`src/rtl/kernel_buffer_pkg.sv`:
```
// Shared definitions for the kernel buffer writer and distributor: state
// encoding, default geometry and bank packing helpers.
package kernel_buffer_pkg;

   typedef enum logic [1:0] {
      ST_IDLE = 2'd0,
      ST_LOAD = 2'd1,
      ST_DONE = 2'd2
   } state_t;

   localparam int DEPTH_DEF = 2;
   localparam int W_DEF     = 16;
   localparam int AW_DEF    = 8;

   // All-lanes-filled mask for a D-lane row.
   function automatic logic [31:0] full_mask(input int d);
      return (32'd1 << d) - 32'd1;
   endfunction

   // Bank i occupies bits [w*(i+1)-1 -: w] of a packed row.
   function automatic int lane_lsb(input int lane, input int w);
      return lane * w;
   endfunction

endpackage

```
`src/rtl/kernel_row_packer.sv`:
```
// Packs consecutive weights into a D-lane row and emits the row with its
// fill mask one cycle after the row completes or is flushed.
module kernel_row_packer
   import kernel_buffer_pkg::*;
#(
   parameter int depth = DEPTH_DEF,
   parameter int D     = 1 << depth,
   parameter int W     = W_DEF
) (
   input  logic             clk,
   input  logic             rst,
   input  logic             clear_i,
   input  logic             push_i,
   input  logic             flush_i,
   input  logic [W-1:0]     data_i,
   output logic             issue_o,
   output logic [D-1:0]     row_mask_o,
   output logic [W*D-1:0]   row_data_o
);

   localparam logic [D-1:0] FULL = D'(full_mask(D));

   logic [depth-1:0] lane_q;
   logic [D-1:0]     fill_q, fill_d;
   logic [W*D-1:0]   pack_q, pack_d;
   logic [D-1:0]     mask_q;
   logic [W*D-1:0]   data_q;

   always_comb begin
      pack_d = pack_q;
      fill_d = fill_q;
      pack_d[lane_lsb(int'(lane_q), W) +: W] = data_i;
      fill_d[lane_q] = 1'b1;
   end

   assign issue_o = push_i && ((fill_d == FULL) || flush_i);

   always_ff @(posedge clk) begin
      if (rst) begin
         lane_q <= '0;
         fill_q <= '0;
         pack_q <= '0;
         mask_q <= '0;
         data_q <= '0;
      end else begin
         mask_q <= '0;
         if (clear_i) begin
            lane_q <= '0;
            fill_q <= '0;
            pack_q <= '0;
         end else if (issue_o) begin
            // Row leaves; pack register restarts empty so a short tail row carries zeros.
            mask_q <= fill_d;
            data_q <= pack_d;
            lane_q <= '0;
            fill_q <= '0;
            pack_q <= '0;
         end else if (push_i) begin
            lane_q <= lane_q + depth'(1);
            fill_q <= fill_d;
            pack_q <= pack_d;
         end
      end
   end

   assign row_mask_o = mask_q;
   assign row_data_o = data_q;

endmodule

```
`src/rtl/kernel_buffer_writer.sv`:
```
// Fills the D-bank kernel buffer from a serial weight stream, one row of D
// weights per write at an auto-incrementing address.
module kernel_buffer_writer
   import kernel_buffer_pkg::*;
#(
   parameter int depth = DEPTH_DEF,
   parameter int D     = 1 << depth,
   parameter int W     = W_DEF,
   parameter int AW    = AW_DEF,
   parameter int LW    = AW + depth
) (
   input  logic             clk,
   input  logic             rst,
   input  logic             start,
   input  logic [AW-1:0]    cfg_base,
   input  logic [LW-1:0]    cfg_len,
   input  logic [W-1:0]     in_data,
   input  logic             in_valid,
   output logic             in_ready,
   output logic [D-1:0]     wr_en,
   output logic [AW-1:0]    wr_addr,
   output logic [W*D-1:0]   wr_data,
   output logic             busy,
   output logic             done
);

   state_t          state_q;
   logic [AW-1:0]   addr_q;
   logic [AW-1:0]   wr_addr_q;
   logic [LW-1:0]   len_q;
   logic [LW-1:0]   cnt_q;
   logic            done_q;

   logic            xfer;
   logic            last_word;
   logic            accept_start;
   logic            issue;

   assign in_ready     = (state_q == ST_LOAD);
   assign busy         = (state_q != ST_IDLE);
   assign xfer         = in_valid && in_ready;
   assign last_word    = (cnt_q == (len_q - LW'(1)));
   assign accept_start = start && (state_q == ST_IDLE);

   kernel_row_packer #(
      .depth (depth),
      .D     (D),
      .W     (W)
   ) u_packer (
      .clk        (clk),
      .rst        (rst),
      .clear_i    (accept_start),
      .push_i     (xfer),
      .flush_i    (last_word),
      .data_i     (in_data),
      .issue_o    (issue),
      .row_mask_o (wr_en),
      .row_data_o (wr_data)
   );

   always_ff @(posedge clk) begin
      if (rst) begin
         state_q   <= ST_IDLE;
         addr_q    <= '0;
         wr_addr_q <= '0;
         len_q     <= '0;
         cnt_q     <= '0;
         done_q    <= 1'b0;
      end else begin
         done_q <= 1'b0;
         case (state_q)
            ST_IDLE: begin
               if (start) begin
                  addr_q <= cfg_base;
                  len_q  <= cfg_len;
                  cnt_q  <= '0;
                  if (cfg_len == '0) begin
                     state_q <= ST_DONE;
                     done_q  <= 1'b1;
                  end else begin
                     state_q <= ST_LOAD;
                  end
               end
            end
            ST_LOAD: begin
               if (xfer) begin
                  cnt_q <= cnt_q + LW'(1);
                  // Address register moves with the row so it lines up with wr_en.
                  if (issue) begin
                     wr_addr_q <= addr_q;
                     addr_q    <= addr_q + AW'(1);
                  end
                  if (last_word) begin
                     state_q <= ST_DONE;
                     done_q  <= 1'b1;
                  end
               end
            end
            ST_DONE: state_q <= ST_IDLE;
            default: state_q <= ST_IDLE;
         endcase
      end
   end

   assign wr_addr = wr_addr_q;
   assign done    = done_q;

endmodule

```
`config.mk`:
```
export PLATFORM = sky130hd
export DESIGN_NAME = kernel_buffer_writer
export DESIGN_NICKNAME = d
export VERILOG_FILES = /design/src/rtl/kernel_buffer_pkg.sv /design/src/rtl/kernel_row_packer.sv /design/src/rtl/kernel_buffer_writer.sv
export SDC_FILE = /design/constraint.sdc
export NUM_CORES = 1
export LEC_CHECK = 0
export BUFFER_PORTS_ARGS = -buffer_cell sky130_fd_sc_hd__buf_2
export CAP_MARGIN = 20
export CELL_PAD_IN_SITES_DETAIL_PLACEMENT = 0
export CELL_PAD_IN_SITES_GLOBAL_PLACEMENT = 1
export CORE_MARGIN = 3
export CORE_UTILIZATION = 40
export DETAILED_ROUTE_END_ITERATION = 8
export PLACE_DENSITY_LB_ADDON = 0.08
export SYNTH_ARGS = -nofsm -noshare
export SYNTH_HDL_FRONTEND = slang
export SYNTH_HIERARCHICAL = 1
export SYNTH_SLANG_ARGS = --single-unit
export TNS_END_PERCENT = 50
```
`constraint.sdc`:
```
create_clock -name clk -period 6.55 [get_ports clk]
set_input_delay 1.31 -clock clk [delete_from_list [all_inputs] [get_ports clk]]
set_output_delay 1.31 -clock clk [all_outputs]
set_load 0.02 [all_outputs]
```
==> results of run 1 <==
## power breakdown
| part | total, mW | leakage (nW) | switching (mW) | internal, mW |
|---|---|---|---|---|
| Combinational | 0.200 | 1.58 | 0.135 | 0.0650 |
| Sequential | 1.12 | 1.43 | 0.0210 | 1.10 |
| Clock | 0.976 | 0.265 | 0.447 | 0.529 |
## per-layer routing
metal	routed length (µm)	track usage, %	up-vias
met1	10100	28.6	3235
li1	-	-	3308
met5	0	0	-
met3	1070	4.23	18
met2	10500	35.3	159
met4	342	5.35	0
## path summary, 6_finish.rpt
path | to | slack, ns | cells past startpoint
min | wr_addr[5] | 0.46 | 2
min reg2reg | wr_addr[5] | 0.46 | 2
max | u_packer/pack_q[63] | 2.21 | 11
max reg2reg | u_packer/pack_q[63] | 2.21 | 11
## state kept, by name (all words and copies together), names as in the netlist
name,flops
wr_addr,8
addr_q,8
cnt_q,10
state_q,2
done,1
u_packer/fill_q,4
u_packer/lane_q,2
u_packer/row_mask_o,4
u_packer/pack_q,64
len_q,10
u_packer/row_data_o,64
## layout make-up
class                   instances  share of cell area, %
flip-flops and latches        177                   40.3
clock inverters                14                   1.48
clock buffers                  18                   4.89
multi-input cells             621                   42.1
inverters                      12                  0.513
well taps                     229                   3.26
repair buffers                125                   7.38
## stage by stage
stage | instance area (µm²) | setup WS [ns]
2_1_floorplan | 7610 | 2.80
3_3_place_gp | 8210 | 2.35
3_5_place_dp | 8210 | 2.22
4_1_cts | 8770 | 2.19
5_1_grt | 8780 | 1.88
6_report | 8780 | 2.21
## logic make-up (layout without fill, tap and decap cells)
family	count (synthesis)	count (layout)	share of synthesized area (%)
muxes	4	4	0.526
AOI/OAI and AO/OA	325	325	27.0
adders and majority gates	10	10	1.64
DFF	177	177	46.6
buffers and inverters	89	169	5.15
and+or+nand+nor	268	268	17.5
xor gates and xnor gates	14	14	1.61
## worst reg2reg max path, cell delays in order, from the launching register on
cell and delay, ns:
dfxtp_1 0.38, or3_1 0.48, or4_4 0.51, a2111oi_2 0.35
nand4_1 0.18, nor2_1 0.13, inv_1 0.08, o41ai_4 0.06
buf_4 0.63, a211o_2 0.84, buf_4 0.44, a211oi_1 0.10
## placed cells by master, fill, tap and decap left out, types with 3 or more instances in the layout
| cell | instances |
|---|---|
| a21oi_1 | 163 |
| buf_4 | 9 |
| ha_1 | 10 |
| nor3_1 | 7 |
| mux2i_1 | 4 |
| clkinvlp_4 | 4 |
| nand4_1 | 8 |
| inv_1 | 11 |
| buf_2 | 116 |
| a22oi_1 | 17 |
| a211oi_1 | 118 |
| and3_1 | 4 |
| inv_6 | 4 |
| nor2_1 | 94 |
| xor2_1 | 8 |
| dfxtp_1 | 177 |
| xnor2_1 | 6 |
| nor2b_1 | 65 |
| clkinv_2 | 3 |
| nor4_1 | 3 |
| or3_1 | 4 |
| o31ai_1 | 3 |
| o32ai_1 | 3 |
| clkbuf_16 | 17 |
| nand2_1 | 55 |
| o21ai_0 | 8 |
| nand2b_1 | 5 |
| nand3_1 | 8 |
==> metrics.md, run 1 <==
| Metric | Value |
|---|---|
| Status | finished clean |
| PortBufs | ~120 |
| Setup Buffers After CTS | 0 |
| Synth Register Bits | 177 |
| Critical R2R Launch | len_q[2] |
| TritonCTS clock tree | done |
| CP Cell Sequence | or3_1, or4_4, a2111oi_2, nand4_1, nor2_1, inv_1, o41ai_4, buf_4, a211o_2, buf_4, a211oi_1 |
| EDFF count, synth | 0 |
| Clk buf depth | 2 |
| Initial Util | between 40% and 50% |
| Worst path most repeated cell | buf_4 |
| Worst slew pin tran | 1.11 ns |
| Critical Path RT | between 6 and 7 ns |
| Min Hold Slack | between 0.4 and 0.5 ns |
| Max Cap Viol | 0 |
| Fin Setup TNS | 0 ns |
| Ys Warns | 6 |
| Avg Vias per Cell | about 5.6 |
| Syn_nets | slightly above 900 |
| Crit path largest cell delay | roughly 0.83 ns |
| Core box area | about 0.018 mm² |
| Sequential fraction of the synthesis area | about 47% |
| Final Non-Filler Cells | about 1200 |
| Pwr Total | 2.30 mW |
| Multi-input logic area | between 0.003 and 0.004 mm² |
| Vias post-DR | 6720 |
| Worst path buffer plus inverter count | 3 |
| Pwr per Cell Area | 262 mW/mm² |
| Number of distinct library cells after synthesis | 48 |
| Gate Count Post-Synth | about 900 |
| Layout area overhead | 15.4% |
| Final setup fails | 0 |
| Fin crit share | between 60% and 70% |
| DRT Pass-1 Iters | 4 |
| CTS H-tree depth | 4 |
| Register area | 0.00354 mm² |
| Die ar. | between 0.02 and 0.025 mm² |
| Ys flop type | dfxtp_1 |
| Worst vdd ir | between 150 and 200 µV |
| Die Wd | approximately 140 µm |
| Family with the most delay on the worst path | compound AO/OA/AOI/OAI gates |
| Vias in the first global route | around 6400 |
| Utilization after layout | ~48% |
| Ports | about 120 |
| Static leakage | about 3.3 nW |
| CTS buffer count | 17 |
| Grt total ovfl | 0 |
| Cell with the most instances after synthesis | dfxtp_1 |
| First DRT Iteration DRCs | 370 |
| List of most frequent post-synthesis cells | dfxtp_1 (177), a21oi_1 (163), a211oi_1 (118) |
| Post-synth top area share | 46.6% |
| Largest net degree at the start of global routing | between 80 and 90 |
| First-pass GRT wire length | between 30000 and 40000 µm |
| Clock sinks | between 150 and 200 |
| Worst hold start | wr_addr[5] |
| Initial antenna violation count | 0 |
| Highest Clock Rate | around 230 MHz |
| GR Util All Layers | around a fifth |
| Setup Skew | around 0.012 ns |
| Synth Area per Inst | approximately 8.6 µm² |
| Num rows | between 40 and 50 |
| Synth async-reset ratio | 0% |
| GP Congestion | roughly 0.80 |
| Kind of critical path | register to register |
| Cell Area, Synth | 0.00761 mm² |
| Final WL | about 22000 µm |
| Root buf cell | clkbuf_16 |
| Relative slew slack | 25.4% |
| Max-slew violations | 0 |
| Cell taking the most area after synthesis | dfxtp_1 |
| Crit-path slowest cell | a211o_2 |
| Min-Delay Path Class | register to register |
| Crit-path max FO | between 60 and 70 |
| Synth area leaders | dfxtp_1 (47%), a211oi_1 (12%), a21oi_1 (11%) |
| Post-DRT Antenna Nets | 0 |
| Crit path from | len_q[2] |
| Layout cell share with drive strength beyond 1 | 17.6% |
| Unrepaired setup endpoints after global routing | no |
| Chip Height | around 140 µm |
| Final nets | between 1000 and 1500 |
| Number of antenna diodes | 0 |
| DPL Wire Length | 14300 µm |
| Startpoint Class | register |
| Worst-Skew Late Latency | 0.43 ns |
| CTS resizes | 0 |
| Cts-stage hold buffer count | 0 |
| Post-Place Cells | around 1200 |
| Critical Path End Type | register |
| # fillers | ~1800 |
| Routed WL per cell | roughly 18 µm |
| Final Hold Viols | 0 |
| Reg clk slew, reported paths | 0.07 ns |
| DRC | 0 |
| Worst Path Arrival | around 4.6 ns |
| Tmin final | around 4.3 ns |
Note: power is estimated with default switching activity, not from simulation.
==> inputs of run 2 (changes only) <==
Settings changed: CORE_UTILIZATION 40 to 38.
Clock period 6.55 ns to 3.75 ns, I/O delays scaled along.
==> metrics.md, run 2 (synthesis gave the netlist of run 1 again) <==
| Metric | Value |
|---|---|
| Vias post-DR | 6854 (was 6720) |
| Vias in the first global route | 6578 (was 6395) |
| Critical R2R Capture | u_packer/row_data_o[9] (was u_packer/pack_q[63]) |
| Worst vdd ir | 315 µV (was 177 µV) |
| Post-route cell area | 0.00900 mm² (was 0.00878 mm²) |
| Final Hold Viols | 0 (unchanged) |
| Critical Path End Type | register (unchanged) |
| Crit path from | len_q[2] (unchanged) |
| Worst reg2reg path depth | 11 (unchanged) |
| Final Non-Filler Cells | 1244 (was 1196) |
| Initial Util | 38.8% (was 41.5%) |
| Setup crit end | u_packer/row_data_o[9] (was u_packer/pack_q[63]) |
| Avg Vias per Cell | 5.51 (was 5.62) |
| Dpl cell area | 0.00839 mm² (was 0.00821 mm²) |
| DRC | 0 (unchanged) |
| Post-DRT Antenna Nets | 0 (unchanged) |
| PortBufs | 116 (unchanged) |
| Critical R2R Launch | len_q[2] (unchanged) |
| Final setup fails | 0 (unchanged) |
| Unrepaired setup endpoints after global routing | no (unchanged) |
| Largest net degree at the start of global routing | 71 (was 83) |
| Highest Clock Rate | 280 MHz (was 230 MHz) |
| Core box area | 0.0196 mm² (was 0.0183 mm²) |
| Worst Path Arrival | 3.90 ns (was 4.60 ns) |
| CTS H-tree depth | 4 (unchanged) |
| Reg clk slew, reported paths | 0.07 ns (about the same) |
| Register area | 0.00354 mm² (unchanged) |
| TritonCTS clock tree | done (unchanged) |
| First-pass GRT wire length | 36500 µm (was 34700 µm) |
| # fillers | 1955 (was 1786) |
| Ports | 117 (unchanged) |
| Critical Path RT | 4.08 ns (was 6.81 ns) |
| DRT Pass-1 Iters | 5 (was 4) |
| Num rows | 51 (was 49) |
| Startpoint Class | register (unchanged) |
| Die Wd | 148 µm (was 144 µm) |
| Min-Delay Path Class | register to register (unchanged) |
| CTS buffer count | 17 (unchanged) |
| Setup Skew | 0.0222 ns (was 0.0124 ns) |
| Status | finished clean (unchanged) |
| Root buf cell | clkbuf_16 (unchanged) |
| Most frequent cells in the layout | dfxtp_1 (177), a21oi_1 (163), a211oi_1 (118), buf_2 (116), nor2_1 (94) (unchanged) |
| Tmin final | 3.58 ns (was 4.34 ns) |
| Post-Place Cells | 1212 (was 1162) |
| Grt total ovfl | 0 (unchanged) |
| Clk buf depth | 2 (unchanged) |
| Number of antenna diodes | 0 (unchanged) |
| Die ar. | 0.0218 mm² (was 0.0207 mm²) |
| Setup WS post-layout | 0.173 ns (was 2.21 ns) |
| Routed WL per cell | 18.4 µm (about the same) |
| Fin crit share | 95.4% (was 66.3%) |
| Pwr per Cell Area | 462 mW/mm² (was 262 mW/mm²) |
| Clock sinks | 177 (unchanged) |
| Initial antenna violation count | 1 (was 0) |
| GR Util All Layers | 20.9% (was 21.3%) |
| Final nets | 1015 (was 1002) |
| Final WL | 22900 µm (was 22000 µm) |
| Static leakage | 3.37 nW (was 3.27 nW) |
| Layout cell share with drive strength beyond 1 | 18.6% (was 17.6%) |
| Multi-input logic area | 0.00369 mm² (was 0.00370 mm²) |
| Pwr Total | 4.16 mW (was 2.30 mW) |
| DPL Wire Length | 15100 µm (was 14300 µm) |
| GP Congestion | 0.883 (was 0.802) |
| Crit-path max FO | 38 (was 67) |
| Layout area overhead | 18.3% (was 15.4%) |
| Flop2flop setup slack | 0.17 ns (was 2.21 ns) |
| Max-slew violations | 0 (unchanged) |
| First DRT Iteration DRCs | 446 (was 370) |
| Max Cap Viol | 0 (unchanged) |
| Worst-Skew Late Latency | 0.44 ns (was 0.43 ns) |
| Min Hold Slack | 0.449 ns (was 0.455 ns) |
| Kind of critical path | register to register (unchanged) |
| Pre-CTS setup slack | 0.149 ns (was 2.22 ns) |
| Fin Setup TNS | 0 ns (unchanged) |
| Chip Height | 148 µm (was 144 µm) |
| Utilization after layout | 46.0% (was 47.9%) |
| Relative slew slack | 41.2% (was 25.4%) |
| Worst slew pin tran | 0.878 ns (was 1.11 ns) |
| Most common cell after layout, fill and taps aside | dfxtp_1 (unchanged) |
[run 2: power breakdown]
group	internal, mW	leakage, nW	total [mW]	switching [mW]
Sequential	1.92	1.43	1.96	0.0363
Combinational	0.122	1.66	0.362	0.240
Clock	1.07	0.278	1.84	0.776
[run 2: repair_timing]
action,CTS,global route
resized for setup,0,2
hold buffers,0,0
setup buffers,0,0
setup endpoints to repair,0,58
[run 2: area by class of cell]
cell class	instances	share of cell area, %
repair buffers	138	8.78
multi-input cells	621	41.0
inverters	12	0.500
flip-flops and latches	177	39.3
well taps	265	3.68
clock buffers	19	4.92
clock inverters	12	1.76
[run 2: worst min-delay path by stage]
| stage | start | endpoint | slack (ns) | cells after the start |
|---|---|---|---|---|
| 6_report | wr_addr[1] | wr_addr[1] | 0.45 | 2 |
| 5_1_grt | wr_addr[1] | wr_addr[1] | 0.47 | 2 |
| 4_1_cts | wr_addr[1] | wr_addr[1] | 0.45 | 2 |
| 3_5_place_dp | wr_addr[1] | wr_addr[1] | 0.44 | 2 |
| 3_3_place_gp | wr_addr[4] | wr_addr[4] | 0.44 | 2 |
| 2_1_floorplan | u_packer/fill_q[0] | u_packer/fill_q[0] | 0.44 | 2 |
[run 2: critical path, cell delays in order (launching register included)]
cell and delay, ns:
dfxtp_1 0.38, or3_1 0.50, or4_4 0.51, a2111oi_2 0.36
nand4_1 0.22, nor2_1 0.15, inv_1 0.09, o41ai_4 0.06
buf_4 0.40, buf_6 0.34, a21oi_1 0.11, a211oi_1 0.31
[run 2: per-layer routing]
| layer | up-vias | wire (µm) | global-route usage (%) | share of wire, % |
|---|---|---|---|---|
| li1 | 3326 | - | - | - |
| met1 | 3308 | 10500 | 28.0 | 46 |
| met2 | 190 | 10900 | 33.7 | 47 |
| met3 | 28 | 1130 | 4.90 | 4.9 |
| met4 | 2 | 434 | 6.43 | 1.9 |
| met5 | - | 13 | 0 | 0.057 |
